**src/rtl/dsp_or_seq.sv**
```systemverilog
// dsp_or_seq: wide bitwise OR/AND/XOR/NOR run one 48-bit slice per clock.
// Operands are latched and zero-extended to lanes*48 bits, slices are
// processed by a single 48-bit logic lane, and the merged result is
// presented on y (truncated to width) with a valid/ready handshake.

// Single 48-bit logic lane: the only datapath the sequencer time-shares.
module dsp_or_seq_lane (
  input  logic [1:0]  op,
  input  logic [47:0] a,
  input  logic [47:0] b,
  output logic [47:0] y
);
  // Per-bit op decode: 0=OR 1=AND 2=XOR 3=NOR
  always_comb begin
    case (op)
      2'd0:    y = a | b;
      2'd1:    y = a & b;
      2'd2:    y = a ^ b;
      default: y = ~(a | b);
    endcase
  end
endmodule

module dsp_or_seq #(
  parameter int width = 96
) (
  input  logic             clock,
  input  logic             reset,
  input  logic             in_valid,
  output logic             in_ready,
  input  logic [1:0]       op,
  input  logic [width-1:0] a,
  input  logic [width-1:0] b,
  output logic             out_valid,
  input  logic             out_ready,
  output logic [width-1:0] y
);
  localparam int lanes = (width + 47) / 48;
  localparam int ext_w = lanes * 48;
  localparam int kw    = (lanes > 1) ? $clog2(lanes) : 1;

  if (width < 1 || width > 192) begin : g_width_chk
    $error("dsp_or_seq: width must be in 1..192");
  end

  typedef enum logic [1:0] {IDLE = 2'd0, RUN = 2'd1, DONE = 2'd2} state_t;

  state_t           state, state_nxt;
  logic [ext_w-1:0] a_q, b_q, res_q;
  logic [1:0]       op_q;
  logic [kw-1:0]    k;
  logic             last, accept;
  logic [47:0]      a_s, b_s, f_s;

  // in_ready is state-decoded, so accept has no path back to in_ready
  assign accept = (state == IDLE) && in_valid;
  assign last   = (k == kw'(lanes - 1));

  // State register
  always_ff @(posedge clock or negedge reset) begin
    if (!reset) state <= IDLE;
    else        state <= state_nxt;
  end

  // Next-state decode
  always_comb begin
    state_nxt = state;
    case (state)
      IDLE:    if (in_valid)  state_nxt = RUN;
      RUN:     if (last)      state_nxt = DONE;
      DONE:    if (out_ready) state_nxt = IDLE;
      default:                state_nxt = IDLE;
    endcase
  end

  // Handshake outputs come from state only
  always_comb begin
    in_ready  = (state == IDLE);
    out_valid = (state == DONE);
  end

  // Select slice k of the latched operands
  always_comb begin
    a_s = a_q[47:0];
    b_s = b_q[47:0];
    for (int i = 0; i < lanes; i++) begin
      if (k == kw'(i)) begin
        a_s = a_q[i*48 +: 48];
        b_s = b_q[i*48 +: 48];
      end
    end
  end

  dsp_or_seq_lane u_lane (
    .op (op_q),
    .a  (a_s),
    .b  (b_s),
    .y  (f_s)
  );

  // Operand capture, slice counter and result merge; reset drops any
  // in-flight work so a partial result is never presented
  always_ff @(posedge clock or negedge reset) begin
    if (!reset) begin
      a_q   <= '0;
      b_q   <= '0;
      op_q  <= '0;
      k     <= '0;
      res_q <= '0;
    end else if (accept) begin
      a_q   <= ext_w'(a);
      b_q   <= ext_w'(b);
      op_q  <= op;
      k     <= '0;
      res_q <= '0;
    end else if (state == RUN) begin
      for (int i = 0; i < lanes; i++) begin
        if (k == kw'(i)) res_q[i*48 +: 48] <= f_s;
      end
      if (!last) k <= k + 1'b1;
    end
  end

  // Pad bits above width (all ones for NOR) are dropped here
  assign y = res_q[width-1:0];

endmodule
```
**config.mk**
```make
export PLATFORM = sky130hd
export DESIGN_NAME = dsp_or_seq
export DESIGN_NICKNAME = d
export VERILOG_FILES = /design/src/rtl/dsp_or_seq.sv
export SDC_FILE = /design/constraint.sdc
export NUM_CORES = 1
export LEC_CHECK = 0
export ABC_AREA = 1
export CORE_ASPECT_RATIO = 0.75
export CORE_MARGIN = 2
export CORE_UTILIZATION = 53
export DETAILED_ROUTE_END_ITERATION = 12
export PLACE_DENSITY = 0.81
export SLEW_MARGIN = 20
export SYNTH_ARGS = -nofsm -noshare
export SYNTH_HDL_FRONTEND = slang
export SYNTH_SLANG_ARGS = --single-unit
```
**constraint.sdc**
```tcl
create_clock -name clock -period 4.5 [get_ports clock]
set_input_delay 0.9 -clock clock [delete_from_list [all_inputs] [get_ports clock]]
set_output_delay 0.9 -clock clock [all_outputs]
set_load 0.01 [all_outputs]
```
---- Yosys cells after proc, flatten, opt, wreduce, memory -nomap -nowiden ----
Index checks and enable logic that the tools add are counted.
Widths: inputs -> output; s select.
storage, ports and cells
  bits in registers ....................... 293
  bits in latches ......................... 0
  RAM bits ................................ 0
  memory bits (read-only) ................. 0
  input port bits ......................... 198
  output and inout bits ................... 98
  memories ................................ 0
cells by class
  add/subtract/negate cells ............... 1
  multiply operators ...................... 0
  div/mod/pow operators ................... 0
  order comparisons ....................... 0
  equality and inequality tests ........... 8
  shift-type cells ........................ 0
  muxes and demuxes ....................... 14
  bitwise operators ....................... 4
  reduce and logical (&&, ||, !) cells .... 8
operators with widths
  cell                 number
  $mux 48              4
  $mux 96              2
  $pmux 48 s3          1
  $and 48x48->48       1
  $not 48->48          1
  $or 48x48->48        1
  $xor 48x48->48       1
  $mux 2               3
  $pmux 2 s3           1
  $eq 2x1->1 const B   2
  $eq 2x2->1 const B   2
  $logic_not 2->1      2
  $ne 2x1->1 const B   2
  $ne 2x2->1 const B   2
  $reduce_and 2->1     2
  $reduce_bool 2->1    2
  $mux 1               3
  $reduce_and 3->1     1
  $add 1x1->1 const B  1
  $logic_and 1x1->1    1

---- Logic depth before layout (Yosys ltp) ----
  word-level depth ........................ 7
  depth in mapped cells ................... 13
  depth with buffers taken out ............ 10

---- Hierarchy ----
A second synthesis with hierarchy kept.
second synthesis, totals
  cells, all modules ...................... 2126
  area total of the unflattened synthesis .. 16199.3 um^2
by module, submodules not included
  module           times used  cells each  area an instance (um^2)  seq. area each (um^2)
  dsp_or_seq       1           1606        12969.9                  7332.0
  dsp_or_seq_lane  1           520         3229.3                   0.0

---- Worst setup path after synthesis ----
Ideal clock, no wire load.
  path type ............................... reg-to-reg
  start ................................... reg k
  end ..................................... reg res_q[27] (netlist: y[27])
  arrival ................................. 1.745 ns
  data required time ...................... 4.383 ns
  setup slack ............................. 2.637 ns
  stages on the path, launching flop included .. 12
  path buffers ............................ 3
  cell sequence ........................... dfrtp_1 > buf_4 > inv_2 > buf_2 > clkbuf_1 > or2_1 > o21ai_0 > ha_1 > o21ai_0 > nand3_1 > nand3_1 > nand2_1
between the ends
  cells in the longest elaborated chain, start to end .. 7
  elaborated cells on any way between the ends .. 12
  classes of those cells .................. 1 x eq/ne; 6 x mux; 4 x bitwise; 1 x reduce/logical
ends and longest elaborated chain
  element                          line    text
  from (decl)                      51      logic [kw-1:0] k;
  from (signal assigned)           120     if (!last) k <= k + 1'b1;
  $mux 48                          87      if (k == kw'(i)) begin
  $or 48x48->48                    16, 19
  $not 48->48                      19      default: y = ~(a | b);
  $pmux 48 s3                      15      case (op)
  $mux 48                          118     if (k == kw'(i)) res_q[i*48 +: 48] <= f_s;
  $mux 96                          116     end else if (state == RUN) begin
  $mux 96                          110     end else if (accept) begin
  to (signal, indexed assignment)  118
  to (decl)                        49      logic [ext_w-1:0] a_q, b_q, res_q;
Several ways; a longest one is shown, not always the timed one. The select of a mux whose other input is x is not followed.
A chain may end at the register's enable or synchronous reset.

---- Final worst setup path ----
  start ................................... reg state[0]
  end ..................................... out in_ready
between the ends
  cells in the longest elaborated chain, start to end .. 1
ends and longest elaborated chain
  element                 line  text
  from (decl)             48    state_t state, state_nxt;
  from (signal assigned)  62    else state <= state_nxt;
  $logic_not 2->1         78    in_ready = (state == IDLE);
  to (decl)               30    output logic in_ready,
Every way passes these cells.

==> results.md <==
* Core box area at 30,140 µm²
* Number of synthesized flops with an enable pin at 0
* DP Worst Slack at 1.476 ns
* Post-DR wirelength/cell at 16.88 µm
* Clock power share at 17.1%
* TritonCTS clock tree: yes
* Maxcap violations at 0
* FMAX at 303.4 MHz
* Synth Cell Area at 16,210 µm²
* Fin nets at 2,585
* CTS hold repair buffers at 0
* Final setup vio count at 0
* CTS resizes at 0
* Synth cell count leaders: 676 x nand2_1, 433 x nand3_1, 293 x dfrtp_1, 178 x inv_1, 109 x o21ai_0
* Met3 Use GR at 5.090%
* Combinational power share at 51.8%
* Vias at 14,870
* CTS Buf Count at 30
* Vias in the first global route at 14,170
* Pwr Density at 773.1 nW/µm²
* Cells after Synth at 2,096
* Critical path class: reg -> out
* Port Buffer Count at 295
* Longest Clk Path Bufs at 3
* Htree depth at 1
* Internal Pwr Total at 8623 µW
* CTS clk-pin slew, worst paths at 0.06 ns
* Total power at 15,640 µW
* Root buf cell: clkbuf_16
* Routing usage on met1 at 41.53%
* CP max FO at 32
* GRT met2 Usage at 43.94%
* Initial antenna violation count at 4
* Setup crit start kind: register
* First-pass DRT Iterations at 5
* Global routing's busiest layer: met2
* Cell accounting for the most synthesized area: dfrtp_1
* Rel. slew slack at 24.11%
* Largest net degree at the start of global routing at 165
* Post-synth top flop: dfrtp_1
* Final ANT Viol Nets at 0
* DIE AREA at 32,020 µm²
* WL final at 45.87 mm
* Final period demand of the worst path at 3.296 ns
* WHS at 0.3534 ns
* Synth unique cells at 22
* Outcome: completed
* Syn avg cell area at 7.735 µm²
* Critical Path AT at 2.40 ns
* I/O Pins at 296
* Die X at 206.0 µm
* Net Sw Frac at 44.88%
* Synth async-reset ratio at 100.0%
* Later-pin clock latency in the skew report at 0.56 ns
* Count leader, synth: nand2_1
* Vias/cell at 5.472
* Die height at 155.5 µm
* Hold Vio Cnt, Final at 0
* Worst Tran Pin Value at 1.137 ns
* First-pass GRT wire length at 73.37 mm
* Setup Fix Bufs, Post-CTS at 0
* Row cnt at 55
* Total grt overflow at 0
* Max IR drop VDD at 470.5 µV
* Fraction of layout cells with a size suffix above 1 at 9.244%
* Ys Warns at 0
* Min-Delay Path Class: in -> async
* Final worst-path cycle share at 73.24%
* Total global-route track usage at 28.62%
* P_sw at 7021 µW
* Seq pwr share at 31.1%
* Clock skew at 0.01445 ns
* Initial DRC count at 1,232
* Pins Over Slew Limit at 0
* Synth area leaders: dfrtp_1 45%, nand2_1 16%, nand3_1 13%
* Seq/Total Area, Yosys at 45.22%
* Area grow syn2layout at 24.82%
* TNS Setup at 0 ns
* Post-synth net total at 2,390
* Starting Density at 53.79%
* Final HPWL from detailed placement at 29.67 mm
* Routability congestion estimate from global placement at 0.8035
* Post-synth top area share at 45.22%
* Crit. End Element: output port
* Clock Sinks at 293
* Synth Register Bits at 293
* Worst setup margin at 1.204 ns
* Util after Layout at 67.14%
* DRC Markers at 0
* RSZ-0062 raised after global routing: false
* P_leak at 0.01056 µW
* Crit path required time at 3.60 ns
[state kept, by name (all words and copies together), names as in the netlist]
register and count:
op_q 2, b_q 96, y 96, a_q 96
state 2, k 1
[cell usage in the layout, fill, tap and decap left out]
master           count
or2_2               92
clkinvlp_4           1
nor2_1               3
nand3_1            433
nand2_1            676
o31ai_1              1
buf_12               4
nand2_2              2
clkdlybuf4s50_1    293
nor2_4               2
clkinv_2             5
clkbuf_8             7
clkbuf_1             6
clkbuf_16           31
nand2_8              1
ha_1                96
diode_2              3
clkinv_1            12
o21ai_2             36
buf_6                1
dfrtp_1            290
buf_8                1
dfrtp_4              3
o21ai_0            109
inv_1              177
bufinv_16            4
a21oi_1              1
or2_1                4
inv_2               10
buf_4               12
inv_6                2
[power groups by stage]
stage / Clock (µW) / Combinational, µW / Sequential [µW]
2_1_floorplan: 0 / 5690 / 4590
5_1_grt: 2810 / 9210 / 5010
6_report: 2680 / 8100 / 4860
3_5_place_dp: 0 / 8030 / 4870
4_1_cts: 2700 / 8090 / 4840
3_3_place_gp: 0 / 7600 / 4840
[path summary, 6_finish.rpt]
kind                                       from  cells after the start  slack, ns                   to
max                        state[0]$_DFFE_PN0P_                      2       1.20             in_ready
min                                       reset                      1       0.35    y[56]$_DFFE_PN0P_
max reg2reg                       k$_DFFE_PN0P_                      9       1.49    y[92]$_DFFE_PN0P_
min reg2reg                 b_q[76]$_DFFE_PN0P_                      2       0.47  b_q[76]$_DFFE_PN0P_
max in group asynchronous                 reset                      2       3.14  b_q[31]$_DFFE_PN0P_
min in group clock          b_q[76]$_DFFE_PN0P_                      2       0.47  b_q[76]$_DFFE_PN0P_
[critical path, stage by stage, from the launching register on]
cell and delay [ns]:
dfrtp_1 0.43, nor2_4 0.68, clkdlybuf4s50_1 0.72
[area by class of cell]
| class | count | area [µm²] |
|---|---|---|
| Antenna cell | 3 | 7.507 |
| Clock buffer | 44 | 894.6 |
| Clock inverter | 12 | 170.2 |
| Fill cell | 2508 | 9905 |
| Inverter | 199 | 747.0 |
| Multi-Input combinational cell | 1456 | 7446 |
| Sequential cell | 293 | 7343 |
| Tap cell | 399 | 499.2 |
| Timing Repair Buffer | 311 | 3129 |
[routing by layer]
metal  share of wire, %  wire length, µm  up-vias
met5              0.035               16        -
met4                2.8             1283        2
met3                8.7             3968      102
met2                 45            20630      645
met1                 44            19970     7074
li1                   -                -     7044
[stage by stage]
step           instances  instance area [µm²]
3_3_place_gp        2658                19160
4_1_cts             2714                20230
3_5_place_dp        2658                19160
6_report            2717                20240
5_1_grt             2717                20240
2_1_floorplan       2096                16210
[logic make-up after synthesis]
group	share of synthesized area, %
and+or+nand+nor	32.98
buffers and inverters	8.998
adders and majority gates	7.409
DFF	45.22
AOI/OAI and AO/OA	5.387
Power figures use the tool's default switching activity.
